$ cat src/rtl/snake_pkg.sv
// snake_pkg: state/direction encodings and helpers for the snake game controller.
// SNAKE_PAUSE_EN adds the PAUSE state and widens the state encoding to 3 bits.
package snake_pkg;

    localparam int BCD_W = 4;

`ifdef SNAKE_PAUSE_EN
    localparam int STATE_W = 3;
    typedef enum logic [STATE_W-1:0] {
        ST_IDLE  = 3'd0,
        ST_PLAY  = 3'd1,
        ST_PAUSE = 3'd2,
        ST_DIE   = 3'd3,
        ST_OVER  = 3'd4
    } state_t;
`else
    localparam int STATE_W = 2;
    typedef enum logic [STATE_W-1:0] {
        ST_IDLE = 2'd0,
        ST_PLAY = 2'd1,
        ST_DIE  = 2'd2,
        ST_OVER = 2'd3
    } state_t;
`endif

    typedef enum logic [1:0] {
        DIR_UP    = 2'd0,
        DIR_DOWN  = 2'd1,
        DIR_LEFT  = 2'd2,
        DIR_RIGHT = 2'd3
    } dir_t;

    // Opposite directions differ only in bit 0 of the encoding.
    function automatic logic is_reversal(input logic [1:0] req, input logic [1:0] cur);
        return (req ^ cur) == 2'b01;
    endfunction

    // Three-digit BCD increment that saturates at 999.
    function automatic logic [3*BCD_W-1:0] bcd_inc(input logic [3*BCD_W-1:0] v);
        logic [3*BCD_W-1:0] r;
        logic               c;
        r = v;
        c = 1'b1;
        if (v == 12'h999) return v;
        for (int i = 0; i < 3; i++) begin
            if (c) begin
                c = r[i*BCD_W +: BCD_W] == 4'd9;
                r[i*BCD_W +: BCD_W] = c ? 4'd0 : r[i*BCD_W +: BCD_W] + 4'd1;
            end
        end
        return r;
    endfunction

endpackage

$ cat src/rtl/snake_tick_gen.sv
// snake_tick_gen: programmable-period counter; wrap is high during the last count of each period.
module snake_tick_gen (
    input  logic        clk,
    input  logic        rst,
    input  logic        clr,
    input  logic        en,
    input  logic [31:0] period,
    output logic        wrap
);

    logic [31:0] count;

    // >= so that a period shortened below the current count wraps on the next cycle
    assign wrap = en && !clr && (count >= period - 32'd1);

    always_ff @(posedge clk or negedge rst) begin
        if (!rst)
            count <= '0;
        else if (clr)
            count <= '0;
        else if (en)
            count <= wrap ? '0 : count + 32'd1;
    end

endmodule

$ cat src/rtl/snake_game_ctrl.sv
// snake_game_ctrl: game FSM, step tick, direction arbitration and BCD score for the snake game.
// Define SNAKE_PAUSE_EN to add pause_btn and the PAUSE state.
module snake_game_ctrl
    import snake_pkg::*;
#(
    parameter int unsigned TICK_BASE     = 25_000_000,
    parameter int unsigned TICK_STEP     = 1_000_000,
    parameter int unsigned TICK_MIN      = 5_000_000,
    parameter int unsigned FLASH_PERIOD  = 12_500_000,
    parameter int unsigned FLASH_TOGGLES = 6
) (
    input  logic               clk,
    input  logic               rst,
    input  logic               start_btn,
    input  logic               dir_valid,
    input  logic [1:0]         dir_req,
    input  logic               apple_eaten,
    input  logic               hit_wall,
    input  logic               hit_body,
`ifdef SNAKE_PAUSE_EN
    input  logic               pause_btn,
`endif
    output logic               move_tick,
    output logic [1:0]         dir,
    output logic [STATE_W-1:0] game_state,
    output logic               snake_show,
    output logic [11:0]        score
);

    state_t      state, state_nxt;
    logic [31:0] period, toggle_cnt;
    logic [1:0]  pend;
    logic        in_play, running, hit, step_wrap, step_fire, accept, flash_wrap, flash_last;

    assign in_play = state == ST_PLAY;
`ifdef SNAKE_PAUSE_EN
    assign running = in_play || state == ST_PAUSE;
`else
    assign running = in_play;
`endif
    assign hit        = in_play && (hit_wall || hit_body);
    assign step_fire  = step_wrap && !hit;
    assign accept     = in_play && dir_valid && !is_reversal(dir_req, dir);
    assign flash_last = flash_wrap && toggle_cnt == FLASH_TOGGLES - 1;
    assign game_state = state;

    snake_tick_gen u_step (
        .clk    (clk),
        .rst    (rst),
        .clr    (!running),
        .en     (in_play),
        .period (period),
        .wrap   (step_wrap)
    );

    snake_tick_gen u_flash (
        .clk    (clk),
        .rst    (rst),
        .clr    (state != ST_DIE),
        .en     (state == ST_DIE),
        .period (FLASH_PERIOD),
        .wrap   (flash_wrap)
    );

    always_ff @(posedge clk or negedge rst) begin
        if (!rst)
            state <= ST_IDLE;
        else
            state <= state_nxt;
    end

    always_comb begin
        state_nxt = state;
        case (state)
            ST_IDLE:  if (start_btn) state_nxt = ST_PLAY;
`ifdef SNAKE_PAUSE_EN
            ST_PLAY:  state_nxt = hit ? ST_DIE : pause_btn ? ST_PAUSE : ST_PLAY;
            ST_PAUSE: if (pause_btn) state_nxt = ST_PLAY;
`else
            ST_PLAY:  if (hit) state_nxt = ST_DIE;
`endif
            ST_DIE:   if (flash_last) state_nxt = ST_OVER;
            ST_OVER:  if (start_btn) state_nxt = ST_IDLE;
            default:  state_nxt = ST_IDLE;
        endcase
    end

    always_ff @(posedge clk or negedge rst) begin
        if (!rst) begin
            move_tick  <= 1'b0;
            dir        <= DIR_RIGHT;
            pend       <= DIR_RIGHT;
            score      <= '0;
            snake_show <= 1'b1;
            period     <= TICK_BASE;
            toggle_cnt <= '0;
        end else begin
            move_tick <= step_fire;
            if (step_fire)
                dir <= pend;
            if (accept)
                pend <= dir_req;
            // Clearing on entry to IDLE means the score reads zero as soon as IDLE is shown.
            if (state_nxt == ST_IDLE) begin
                score  <= '0;
                period <= TICK_BASE;
            end else if (in_play && apple_eaten && !hit) begin
                score  <= bcd_inc(score);
                period <= (period >= TICK_MIN + TICK_STEP) ? period - TICK_STEP : TICK_MIN;
            end
            if (flash_wrap) begin
                toggle_cnt <= flash_last ? '0 : toggle_cnt + 32'd1;
                snake_show <= flash_last ? 1'b1 : !snake_show;
            end
        end
    end

endmodule

$ cat config.mk
export PLATFORM = sky130hd
export DESIGN_NAME = snake_game_ctrl
export DESIGN_NICKNAME = d
export VERILOG_FILES = /design/src/rtl/snake_pkg.sv /design/src/rtl/snake_tick_gen.sv /design/src/rtl/snake_game_ctrl.sv
export SDC_FILE = /design/constraint.sdc
export NUM_CORES = 1
export LEC_CHECK = 0
export ABC_AREA = 1
export CAP_MARGIN = 20
export CORE_MARGIN = 1.5
export CORE_UTILIZATION = 25
export CTS_BUF_LIST = sky130_fd_sc_hd__clkbuf_8
export CTS_CLUSTER_SIZE = 24
export DETAILED_ROUTE_END_ITERATION = 8
export SYNTH_ARGS = -nofsm -noshare
export SYNTH_HDL_FRONTEND = slang
export SYNTH_SLANG_ARGS = --single-unit
$ cat constraint.sdc
create_clock -name clk -period 3.8 [get_ports clk]
set_input_delay 0.38 -clock clk [delete_from_list [all_inputs] [get_ports clk]]
set_output_delay 0.38 -clock clk [all_outputs]
set_load 0.01 [all_outputs]
==> run_results.csv <==
group,metric,value,unit
clock_tree,clk_pin_slew,100,ps
timing,setup_violations,0,
timing,grt_setup_unrepaired,"no",
setup_path,startpoint_type,"flop",
synthesis,yosysUniqueCellTypes,49,
floorplanning,core,0.0369,mm²
setup_path,cp_slowest_stage_delay,390,ps
drt,vias,8263,
cells_and_area,fin_cells,1855,
timing,skew,15.6,ps
setup_path,crit_slowest_cell,"dfstp_2",
synthesis,synth_top_area_share,0.331,
drt,route.detailed.drc,0,
power_and_ir_drop,leakage,4.65,nW
timing,slew_headroom,0.534,
run_status,outcome,"finished, final reports clean",
floorplanning,io_pins,27,
timing,hold_violations,0,
synthesis,synth_mux_area_frac,0.00239,
cells_and_area,diodes,0,
timing,slew_violations,0,
setup_path,crit_family,"simple AND/OR/NAND/NOR gates",
flow_run,drv_cap,0,
global_routing,grt_overflow,0,
cells_and_area,final_cell_mix,"292 x nand2_1, 165 x inv_1, 162 x nor2_1",
cells_and_area,area_growth,12.9,%
global_routing,grt_pass1_wl,38400,µm
synthesis,yosys.area.top_type,"dfrtp_1",
floorplanning,num_rows,70,
drt,drt-wirelength-per-cell,12.0,µm
synthesis,synth_area_leaders,"dfrtp_1 33%, nand2_1 12%, inv_1 6.6%",
clock_tree,clkLatencyLatePin,470,ps
synthesis,synth-simple-area-share,0.340,
drt,avgViaCountPerCell,4.45,
floorplanning,dieArea,0.0389,mm²
timing,clock.fmax,300,MHz
clock_tree,clockRootBuffer,"clkbuf_8",
drt,routed_wl,22300,µm
setup_path,crit_chain,"inv_1, ha_1, nand2_1, nor2_1, nand2_1, nor3_2, nand3_1, nor2_1, nand3_1, xor2_1, inv_1, ha_1, nand2_1, o21a_1, o211ai_1, a21oi_1, nand3_1, nor3_1",
global_routing,antenna_found_initial,0,
clock_tree,postCtsSetupBuffers,0,
cells_and_area,layout.nets,1387,
power_and_ir_drop,vdd_ir_drop_max,206,µV
floorplanning,fp.dieH,197,µm
floorplanning,fp.dieW,197,µm
setup_path,cp_max_fo,9,
setup_path,path_buf_inv,2,
placed_design,io_buffers,26,
clock_tree,numClockSinks,142,
drt,dr.pass1.iters,7,
setup_path,worstPathArrival,3720,ps
synthesis,synthAdderAreaFrac,0.0530,
setup_path,crit_required,4190,ps
setup_path,crit_type,"flop to flop",
global_routing,grt_max_degree,100,
synthesis,ys_warn_count,0,
cells_and_area,utilization,0.289,
timing,worst_slew_pin_slew,692,ps
timing,holdWs,391,ps
synthesis,synthFlopType,"dfrtp_1",
timing,tns,0,ps
drt,postRouteAntennaNets,0,
clock_tree,clk_path_buf_depth,2,
placed_design,place_congestion,0.927,
drt,drt_iter0_drc,702,
synthesis,synth_top_family_by_area,"simple AND/OR/NAND/NOR gates",
synthesis,synth_xor_area_frac,0.0668,
clock_tree,h-tree-depth,4,
placed_design,hpwl,16700,µm
synthesis,synth-seq-cells,142,
synthesis,yosysSeqAreaShare,0.379,
clock_tree,cts_tree,"yes",
cells_and_area,layout_commonest_cell,"nand2_1",
synthesis,syn_area_per_cell,7.23,µm²
power_and_ir_drop,cellPowerDensity,414,mW/mm²
floorplanning,initial_core_util,0.256,
timing,fin_crit,3330,ps
synthesis,synth_area,0.00944,mm²
worst_hold_path,hp-class,"input port to asynchronous set/reset pin",
global_routing,grt_pass1_vias,7910,
placed_design,dp.cells,1822,
setup_path,worst_setup_path_end_kind,"flop",
synthesis,synth-compound-area-share,0.0732,
cells_and_area,drive_above_1_share,0.0762,
synthesis,synth_edf_count,0,
timing,period_share,0.876,
global_routing,gr-usage-all-layers,0.121,
clock_tree,cts_buffers,17,
synthesis,ys_async_sr_fraction,1.00,
synthesis,synthCells,1305,
-- cells in the mapped netlist (all sizes together), types with 2 or more instances --
cell,n
buf,20
nor4,12
a31oi,2
a211oi,5
o21a,4
dfrtp,125
nand2,296
xor2,61
or2,12
nand4,35
o211ai,5
nor3,74
clkbuf,7
inv,174
nand3b,4
o21bai,2
dfstp,17
nor2,172
nand3,113
a21oi,53
o21ai,52
xnor2,11
mux2,2
ha,40
-- worst paths after layout --
kind | startpoint | endpoint | slack (ps) | cells after the start
max in group asynchronous | rst | snake_show | 2500 | 3
min in group clk | u_flash.count[0] | u_flash.count[0] | 490 | 1
hold reg to reg | u_flash.count[0] | u_flash.count[0] | 490 | 1
setup reg to reg | period[6] | u_step.count[8] | 470 | 18
hold / removal | rst | score[0] | 390 | 2
setup / recovery | period[6] | u_step.count[8] | 470 | 18
-- power by group --
group | internal, W | leakage [nW] | total, W | switching, W
combinational | 0.000419 | 2.57 | 0.00137 | 0.000950
sequential | 0.00169 | 1.89 | 0.00189 | 0.000197
clock | 0.000476 | 0.190 | 0.00116 | 0.000680
-- through the flow --
step	total power (W)	worst slack, ps	instance area, µm²
final	0.00441	470	10700
after global routing	0.00478	59.9	10700
after CTS	0.00448	396	10600
after detailed placement	0.00329	438	10300
after global placement	0.00327	496	10300
after floorplan	0.00297	912	9470
-- per-layer routing --
layer  routed length, µm  global-route usage  up-vias
met5                   0                   0        -
met4                 254              0.0368        0
met1               11400               0.171     3807
met3                 887              0.0254       19
met2                9720               0.185      148
li1                    -                   -     4289
-- repair_timing --
action | in CTS | in global routing
resized for setup | 0 | 3
endpoints found under the hold margin | 36 | 0
hold buffers | 1 | 0
setup endpoints to repair | 0 | 4
-- cell families after synthesis --
group / count (synthesis)
AOI/OAI and AO/OA: 126
buffers and inverters: 201
other: 1
muxes: 2
adders and majority gates: 40
xor gates and xnor gates: 72
and+or+nand+nor: 721
DFF: 142
-- worst reg2reg max path, delay by kind of cell (launching register included) --
kind,cells,cell delay (ps)
fa+ha+maj,2,490
buf+inv,2,190
flops,1,390
simple gates,10,1660
compound gates,3,370
xor+xnor,1,160
-- sequential cells by signal, indices dropped and copies added (netlist names) --
name and count:
period 26, game_state 2, u_flash.count 32, dir 2, move_tick 1, score 12
u_step.count 32, snake_show 1, pend 2, toggle_cnt 32
-- layout make-up --
cell class | count | area [µm²]
multi-input combinational | 969 | 5090
timing repair buffer | 34 | 340
clock inverter | 15 | 130
fill | 4012 | 26200
inverter | 174 | 656
clock buffer | 17 | 234
tap | 504 | 631
sequential | 142 | 3570
No activity file was read; power rests on OpenSTA's default activity.
